**config.mk**
```make
export PLATFORM = sky130hd
export DESIGN_NAME = regfile_scoreboard_flat
export DESIGN_NICKNAME = d
export VERILOG_FILES = /design/src/rtl/regfile_scoreboard_if.sv /design/src/rtl/regfile_scoreboard.sv /design/src/flat_wrapper.sv
export SDC_FILE = /design/constraint.sdc
export NUM_CORES = 2
export LEC_CHECK = 0
export ABC_AREA = 1
export BUFFER_PORTS_ARGS = -buffer_cell sky130_fd_sc_hd__buf_2
export CAP_MARGIN = 40
export CORE_MARGIN = 3
export CORE_UTILIZATION = 46
export DETAILED_ROUTE_END_ITERATION = 6
export GPL_ROUTABILITY_DRIVEN = 0
export MAX_ROUTING_LAYER = met4
export SETUP_SLACK_MARGIN = 0.05
export SYNTH_ARGS = -nofsm -noshare
export SYNTH_HDL_FRONTEND = slang
export SYNTH_SLANG_ARGS = --single-unit
```
**constraint.sdc**
```tcl
create_clock -name clk -period 69.1 [get_ports clk]
set_clock_uncertainty 0.05 [all_clocks]
set_input_delay 13.82 -clock clk [delete_from_list [all_inputs] [get_ports clk]]
set_output_delay 13.82 -clock clk [all_outputs]
set_load 0.005 [all_outputs]
```
**src/rtl/regfile_scoreboard_if.sv**
```systemverilog
// rtl/regfile_scoreboard_if.sv - issue/writeback/read bundle between pipeline and register scoreboard
//
// Purpose: groups the read ports, issue reservation handshake, writeback bus,
// flush and status outputs of regfile_scoreboard.
// Modports:
//   master - pipeline side: drives rd_addr, issue_*, wb_*, flush;
//            observes rd_data, rd_busy, issue_ready, busy_cnt, err.
//   slave  - register file side (the reverse directions).
interface regfile_scoreboard_if #(
  parameter int DATA_W = 32,
  parameter int NREG   = 32,
  parameter int NRD    = 2
);
  localparam int ADDR_W = $clog2(NREG);
  localparam int CNT_W  = $clog2(NREG + 1);

  logic [NRD*ADDR_W-1:0] rd_addr;
  logic [NRD*DATA_W-1:0] rd_data;
  logic [NRD-1:0]        rd_busy;
  logic                  issue_valid;
  logic [ADDR_W-1:0]     issue_rd;
  logic                  issue_ready;
  logic                  wb_valid;
  logic [ADDR_W-1:0]     wb_rd;
  logic [DATA_W-1:0]     wb_data;
  logic                  flush;
  logic [CNT_W-1:0]      busy_cnt;
  logic                  err;

  modport master (
    output rd_addr, issue_valid, issue_rd, wb_valid, wb_rd, wb_data, flush,
    input  rd_data, rd_busy, issue_ready, busy_cnt, err
  );

  modport slave (
    input  rd_addr, issue_valid, issue_rd, wb_valid, wb_rd, wb_data, flush,
    output rd_data, rd_busy, issue_ready, busy_cnt, err
  );
endinterface

```
**src/rtl/regfile_scoreboard.sv**
```systemverilog
// rtl/regfile_scoreboard.sv - parametrised register file with busy scoreboard, bypass, flush and error flag
//
// Purpose: integer register file with per-register busy bits for pipelined
// issue/writeback. Register 0 is hardwired to zero and never busy.
// Optional feature macro: REGFILE_BYPASS_EN - when defined, a writeback in
// the current cycle is forwarded combinationally to matching read ports.
// Ports:
//   clk - rising-edge clock
//   rst - asynchronous active-high reset, clears all state
//   bus - regfile_scoreboard_if.slave: read ports (rd_addr/rd_data/rd_busy),
//         issue reservation (issue_valid/issue_rd/issue_ready), writeback
//         (wb_valid/wb_rd/wb_data), flush, busy_cnt, sticky err.
module regfile_scoreboard #(
  parameter int DATA_W = 32,
  parameter int NREG   = 32,
  parameter int NRD    = 2
) (
  input  logic                 clk,
  input  logic                 rst,
  regfile_scoreboard_if.slave  bus
);
  localparam int ADDR_W = $clog2(NREG);
  localparam int CNT_W  = $clog2(NREG + 1);

  logic [DATA_W-1:0] regs_q [NREG];
  logic [NREG-1:0]   busy_q, busy_d;
  logic [CNT_W-1:0]  busy_cnt_q, busy_cnt_d;
  logic              err_q, err_d;

  logic              issue_ready;
  logic              issue_acc;
  logic              wb_act;

  // Reservation is allowed when the destination is free or is being retired
  // this very cycle (WAW back-to-back without a bubble).
  always_comb begin
    issue_ready = !rst && !bus.flush &&
                  ((bus.issue_rd == '0) || !busy_q[bus.issue_rd] ||
                   (bus.wb_valid && (bus.wb_rd == bus.issue_rd)));
    issue_acc   = bus.issue_valid && issue_ready && (bus.issue_rd != '0);
    wb_act      = bus.wb_valid && (bus.wb_rd != '0);
  end

  // Next busy vector: writeback clears, a reservation to the same index in
  // the same cycle is applied afterwards so it wins. Flush overrides both.
  always_comb begin
    busy_d = busy_q;
    if (bus.flush) begin
      busy_d = '0;
    end else begin
      if (wb_act)    busy_d[bus.wb_rd]    = 1'b0;
      if (issue_acc) busy_d[bus.issue_rd] = 1'b1;
    end
    busy_d[0] = 1'b0;

    busy_cnt_d = '0;
    for (int i = 0; i < NREG; i++) begin
      busy_cnt_d = busy_cnt_d + CNT_W'(busy_d[i]);
    end

    // A writeback with no matching reservation is a protocol error, unless
    // a flush is cancelling reservations in the same cycle.
    err_d = err_q | (wb_act && !bus.flush && !busy_q[bus.wb_rd]);
  end

  always_ff @(posedge clk or posedge rst) begin
    if (rst) begin
      for (int i = 0; i < NREG; i++) begin
        regs_q[i] <= '0;
      end
      busy_q     <= '0;
      busy_cnt_q <= '0;
      err_q      <= 1'b0;
    end else begin
      if (wb_act) regs_q[bus.wb_rd] <= bus.wb_data;
      busy_q     <= busy_d;
      busy_cnt_q <= busy_cnt_d;
      err_q      <= err_d;
    end
  end

  logic [ADDR_W-1:0] rd_a;
  logic [DATA_W-1:0] rd_v;
  logic              rd_b;

  always_comb begin
    bus.rd_data = '0;
    bus.rd_busy = '0;
    rd_a        = '0;
    rd_v        = '0;
    rd_b        = 1'b0;
    for (int k = 0; k < NRD; k++) begin
      rd_a = bus.rd_addr[k*ADDR_W +: ADDR_W];
      rd_v = regs_q[rd_a];
      rd_b = busy_q[rd_a];
`ifdef REGFILE_BYPASS_EN
      if (bus.wb_valid && (bus.wb_rd == rd_a) && (rd_a != '0)) begin
        rd_v = bus.wb_data;
        rd_b = 1'b0;
      end
`endif
      // Array is cleared asynchronously, but gate explicitly so reads are
      // zero for the whole reset window, including any bypass path.
      if (rst) begin
        rd_v = '0;
        rd_b = 1'b0;
      end
      bus.rd_data[k*DATA_W +: DATA_W] = rd_v;
      bus.rd_busy[k]                  = rd_b;
    end
  end

  assign bus.issue_ready = issue_ready;
  assign bus.busy_cnt    = busy_cnt_q;
  assign bus.err         = err_q;
endmodule
```
**src/flat_wrapper.sv**
```systemverilog
// flat-port wrapper written by rule: the top's interface ports become plain ports
module regfile_scoreboard_flat 
#(
  parameter int DATA_W = 32,
  parameter int NREG   = 32,
  parameter int NRD    = 2
)
  (clk, rst, bus_rd_addr, bus_issue_valid, bus_issue_rd, bus_wb_valid, bus_wb_rd, bus_wb_data, bus_flush, bus_rd_data, bus_rd_busy, bus_issue_ready, bus_busy_cnt, bus_err);
  regfile_scoreboard_if #(.DATA_W(DATA_W), .NREG(NREG), .NRD(NRD)) bus_i ();
  input  logic clk;
  input  logic rst;
  input wire logic [$bits(bus_i.rd_addr)-1:0] bus_rd_addr;
  input wire logic [$bits(bus_i.issue_valid)-1:0] bus_issue_valid;
  input wire logic [$bits(bus_i.issue_rd)-1:0] bus_issue_rd;
  input wire logic [$bits(bus_i.wb_valid)-1:0] bus_wb_valid;
  input wire logic [$bits(bus_i.wb_rd)-1:0] bus_wb_rd;
  input wire logic [$bits(bus_i.wb_data)-1:0] bus_wb_data;
  input wire logic [$bits(bus_i.flush)-1:0] bus_flush;
  output wire logic [$bits(bus_i.rd_data)-1:0] bus_rd_data;
  output wire logic [$bits(bus_i.rd_busy)-1:0] bus_rd_busy;
  output wire logic [$bits(bus_i.issue_ready)-1:0] bus_issue_ready;
  output wire logic [$bits(bus_i.busy_cnt)-1:0] bus_busy_cnt;
  output wire logic [$bits(bus_i.err)-1:0] bus_err;
  assign bus_i.rd_addr = bus_rd_addr;
  assign bus_i.issue_valid = bus_issue_valid;
  assign bus_i.issue_rd = bus_issue_rd;
  assign bus_i.wb_valid = bus_wb_valid;
  assign bus_i.wb_rd = bus_wb_rd;
  assign bus_i.wb_data = bus_wb_data;
  assign bus_i.flush = bus_flush;
  assign bus_rd_data = bus_i.rd_data;
  assign bus_rd_busy = bus_i.rd_busy;
  assign bus_issue_ready = bus_i.issue_ready;
  assign bus_busy_cnt = bus_i.busy_cnt;
  assign bus_err = bus_i.err;
  regfile_scoreboard #(.DATA_W(DATA_W), .NREG(NREG), .NRD(NRD)) u_core (.clk(clk), .rst(rst), .bus(bus_i));
endmodule
```
Yosys cells after proc, flatten, opt, wreduce, memory -nomap -nowiden
Index checks and enable logic that the tools add are counted.

Output and inout port bits: 74. Input port bits: 57. Word-level logic and storage cells: 132. Register bits after elaboration: 1062.

Bitwise gates (word level): 7. $lt $le $gt $ge: 10. Add/sub/neg operators: 30. Reductions and logical operators: 20. Eq/ne operators: 1. Mux-type cells: 29.

Operators by type and width (count): $bwmux W1024 (1); $mux W32 (11); $bmux W32 S5 (2); $add A6 B1 Y6 (29); $demux W32 S5 (1); $and A32 B32 Y32 (1); $not A32 Y32 (1); $or A32 B32 Y32 (1); $lt A5 B6 Y1 const B (4); $bmux W1 S5 (4); $ge A6 B6 Y1 const B (3); $not A5 Y6 (3); $logic_and A1 B1 Y1 (11); $demux W1 S5 (2); $ge A5 B1 Y1 const B (2); $reduce_bool A5 Y1 (2); $mux W1 (8); $lt A6 B1 Y1 const B (1); $eq A5 B5 Y1 (1); $logic_not A5 Y1 (1); $logic_not A1 Y1 (4); $add A1 B1 Y2 (1); $logic_or A1 B1 Y1 (2); $or A1 B1 Y1 (1).

Longest topological paths before layout
Word-level depth: 41. Mapped depth: 35. Gate-level depth less buffers: 33.

Worst setup path after synthesis
No wires, ideal clock.

Path type: input to output. From: input rst. To: output bus_rd_data[38]. Stages: 4. Setup slack: 8029 ps. Path buffers: 2. Arrival time: 47201 ps. Data required time: 55230 ps. Cells stage by stage: inv_1 -> clkbuf_1 -> clkbuf_1 -> o211a_1.

Longest elaborated chain between the ends: 1.

Ends and longest elaborated chain: from (decl) (line flat_wrapper.sv:11) `input logic rst;`; $mux W32 (line regfile_scoreboard.sv:104) `if (rst) begin`; to (decl) (line flat_wrapper.sv:19) `output wire logic [$bits(bus_i.rd_data)-1:0] bus_rd_data;`.

Every way passes these cells.

Final worst setup path
From: input rst. To: output bus_rd_data[19].

Same word-level chain as after synthesis.

==> results.txt <==
- The average instance in the mapped netlist occupies approximately 7.5 sq um.
- Of the cells placed in the final design, the portion with a size suffix greater than 1 is 0.0729.
- Hold slack final: between 300 and 400 ps
- After clock tree synthesis, the flow added hold-fix buffers numbering 0.
- Max cap viols: 0
- In this run the post-CTS setup repair buffer count came out at 0.
- Placement-stage cell area: ~0.06 sq mm
* Relative slew slack: 0.218
- Derived from the worst setup path, the maximum achievable clock frequency is between 30 and 40 MHz.
* Yosys warning total: 0
- At the end of the flow, the number of nets in the layout was roughly 7,400.
- The wire-length estimate of the detail-placed layout is between 100 and 150 mm.
- The critical path starts at rst.
- The region available for standard cell placement spans roughly 0.12 sq mm.
- Prior to clock tree synthesis, the placed netlist has a worst setup slack of 37,110 ps.
* I/O pin count: 131
* Horiz. Die Dim: roughly 360 um
- The clock passes through at most 3 buffers.
- Quantity of gates resized following cts: 0
- The routed layout has ~58,000 vias.
* Cells along the critical path: buf_2 > inv_8 > buf_12 > buf_4 > buf_4 > buf_4 > nand2_1 > a31oi_1 > buf_2
* Tcrit/Tclk final: 0.462
* Number of buffers inserted during clock tree synthesis: roughly 120
- Worst setup endpoint: bus_rd_data[19]
- Worst path bufs/invs: 7
* Most common cell in the synthesized netlist: o21ai_0
* Layout area overhead: 10.5%
- Before antenna repair, the detailed router went through 7 iterations.
- Most frequent cells after synthesis: o21ai_0 (2,020), nor2_1 (1,219), nand2_1 (1,171), dfrtp_1 (1,062), clkbuf_1 (588)
- The run finished with clean final reports.
* Fraction of synthesis flops using an asynchronous set or reset pin: 1.00
- H-tree lvl count: 3
- Cell type contributing the most total cell area after synthesis: dfrtp_1
* Category of the worst setup path capture point: primary output
* Remaining global-route overflow: 0
- Summing all non-filler instances in the final layout gives an area of around 0.064 sq mm.
- The number of max-slew violations in the final report came to 0.
* Site row count: 129
* Post-synthesis cell area: 0.0582 sq mm
* Slowest-stage cell, CP: buf_4
- The synthesized design contains 1,062 register bits.
- In this run the remaining antenna-violating nets after routing total 0.
- Synthesis produced a netlist whose cell count is about 7,700.
- At the pin with the least slew margin, the transition time is 1170 ps.
- Initial core utilization: 0.467
- Sequential-to-total area share from yosys stat: 0.456
* Flop2flop setup slack: 62,250 ps
- The root buffer cell chosen for the clock tree is clkbuf_16.
* Routed wire length: 238 mm
- Worst r2r path cells: 28
- Crit Path Max Fanout: 137
- The first global-routing pass estimated approximately 360 mm of wire.
- The worst hold path belongs to the class register to register.
- Clock tree from TritonCTS: yes
- Broken down by cell family, the worst path's largest delay share belongs to buffers and inverters.
- Filler Cells Inserted: between 10,000 and 15,000
- After detailed routing, the average wire length per cell comes to ~26 um.
- The initial antenna violation count was 7.
* Unrepaired setup endpoints after global routing: no
* Total die area: about 0.13 sq mm
* Final WS setup: 37,150 ps
* Die extent in y: around 360 um
- Worst R2R End: u_core.bus.busy_cnt[4]$_DFF_PP0_
* Number of DRC markers after the initial detailed-route iteration: 8,921
- Input and output buffers added on the ports amount to 130.
* Maximum vdd ir drop: about 0.023 mV
- The number of different library cells used by synthesis comes to 40.
- Main area contributors after synthesis: dfrtp_1 (46%), o21ai_0 (17%), nor2_1 (7.9%)
* Overall routing resource usage: 0.368
* Proportion of netlist area held by the largest area contributor: 0.456
- Power spread over the standard cell area amounts to 28.6 mW/mm^2.
- Data arrival at the endpoint of the critical path: roughly 18,000 ps
- Leakage power summed over all cells: approximately 28 nW
* Clock slew at the register clock pins of the worst setup and hold paths: roughly 60 ps
- Vias in the first global route: approximately 55,000
- The clock net in this run drives a total of 1,062 sinks.
- Among all flip-flop cells after synthesis, the most frequent one is dfrtp_1.
* Critical R2R Launch: u_core.busy_q[20]$_DFF_PP0_
- Fin Setup TNS: 0 ps
- The worst setup path is launched from an input pin.
* Shortest period the worst path allows: between 30,000 and 40,000 ps
- Final hold vios: 0
- Count of unresolved DRC violations after routing: 0
* Mapped Nets: about 7,800
- Slowest stage delay, CP: ~750 ps
* Cell occurring most often along the worst timing path: buf_4
- Clk_lat worst skew: ~750 ps
- Setup violations remaining at the end of the flow were counted as 0.
- Via density per instance: 6.44
- Counting buffers and inverters, the worst setup path is 9 cells deep.
- Entering global routing, the biggest net connects between 200 and 250 pins.
- Endpoint required time on the critical path: between 50,000 and 60,000 ps
- EDFF count, synth: 0
* Worst setup path class: input pin to primary output
==> worst min-delay path by stage <==
| stage | start | endpoint | cells after the start |
|---|---|---|---|
| 5_1_grt | u_core.regs_q[993]$_DFFE_PP0P_ | u_core.regs_q[993]$_DFFE_PP0P_ | 0 |
| 6_report | u_core.regs_q[1004]$_DFFE_PP0P_ | u_core.regs_q[1004]$_DFFE_PP0P_ | 0 |
| 4_1_cts | u_core.regs_q[1004]$_DFFE_PP0P_ | u_core.regs_q[1004]$_DFFE_PP0P_ | 0 |
| 3_3_place_gp | u_core.regs_q[1006]$_DFFE_PP0P_ | u_core.regs_q[1006]$_DFFE_PP0P_ | 0 |
| 3_5_place_dp | u_core.regs_q[1004]$_DFFE_PP0P_ | u_core.regs_q[1004]$_DFFE_PP0P_ | 0 |
| 2_1_floorplan | u_core.bus.err$_DFF_PP0_ | u_core.bus.err$_DFF_PP0_ | 1 |
==> cell families (layout without fill, tap and decap cells) <==
logic type	count (synthesis)	in the layout	share of synthesized area
xor+xnor	3	3	0.000451
compound gates	2910	2910	0.280
flops	1062	1062	0.456
simple gates	2709	2709	0.183
buf+inv	1023	716	0.0707
other cells	0	5	0
fa+ha+maj	32	32	0.00984
==> registers in the layout, indices dropped and copies added, names as in the netlist <==
name                 cells
u_core.regs_q         1024
u_core.bus.busy_cnt      6
u_core.bus.err           1
u_core.busy_q           31
==> power breakdown <==
part | leakage, nW | switching [mW] | internal [mW]
registers | 13.7 | 0.0883 | 0.737
clock network | 2.04 | 0.275 | 0.397
logic | 12.3 | 0.218 | 0.126
==> cell type report <==
class                      instances  area [sq um]  share of cell area
multi-input combinational       5654         27700               0.430
clock buffer                     167          3480              0.0541
timing repair buffer             285          3050              0.0475
sequential                      1062         26600               0.413
inverter                         213           853              0.0133
antenna                            5          12.5            0.000195
tap                             1637          2050              0.0318
clock inverter                    51           629             0.00979
==> stage by stage <==
stage	total power, mW	util	instances
CTS	1.84	0.516	9069
global route	1.94	0.516	9072
detailed placement	1.17	0.483	8851
global placement	1.15	0.470	8790
finish	1.84	0.516	9074
floorplan	1.06	-	7739
==> cells in the final DEF, fill, tap and decap left out, types with 13 or more instances in the layout <==
cell and instances:
buf_2 120, o221ai_1 345, buf_12 15, nand2_1 1161
buf_16 49, o211ai_1 45, inv_1 183, clkbuf_16 121
bufinv_16 13, o21a_1 16, buf_4 94, o21ai_0 2020
nor2_1 1215, fa_1 23, dfrtp_1 1062, o22ai_1 104
clkbuf_1 18, inv_2 17, clkinv_2 32, a21oi_1 286
nand3_1 258, clkbuf_8 28, a31oi_1 61, nand4_1 31
==> per-layer routing <==
| layer | share of wire | track usage | vias up |
|---|---|---|---|
| met5 | 0 | - | - |
| met4 | 0.057 | 0.184 | 0 |
| met3 | 0.11 | 0.0724 | 747 |
| met2 | 0.43 | 0.537 | 3763 |
| met1 | 0.40 | 0.489 | 28100 |
| li1 | - | - | 25800 |
Note: power is estimated with default switching activity, not from simulation.
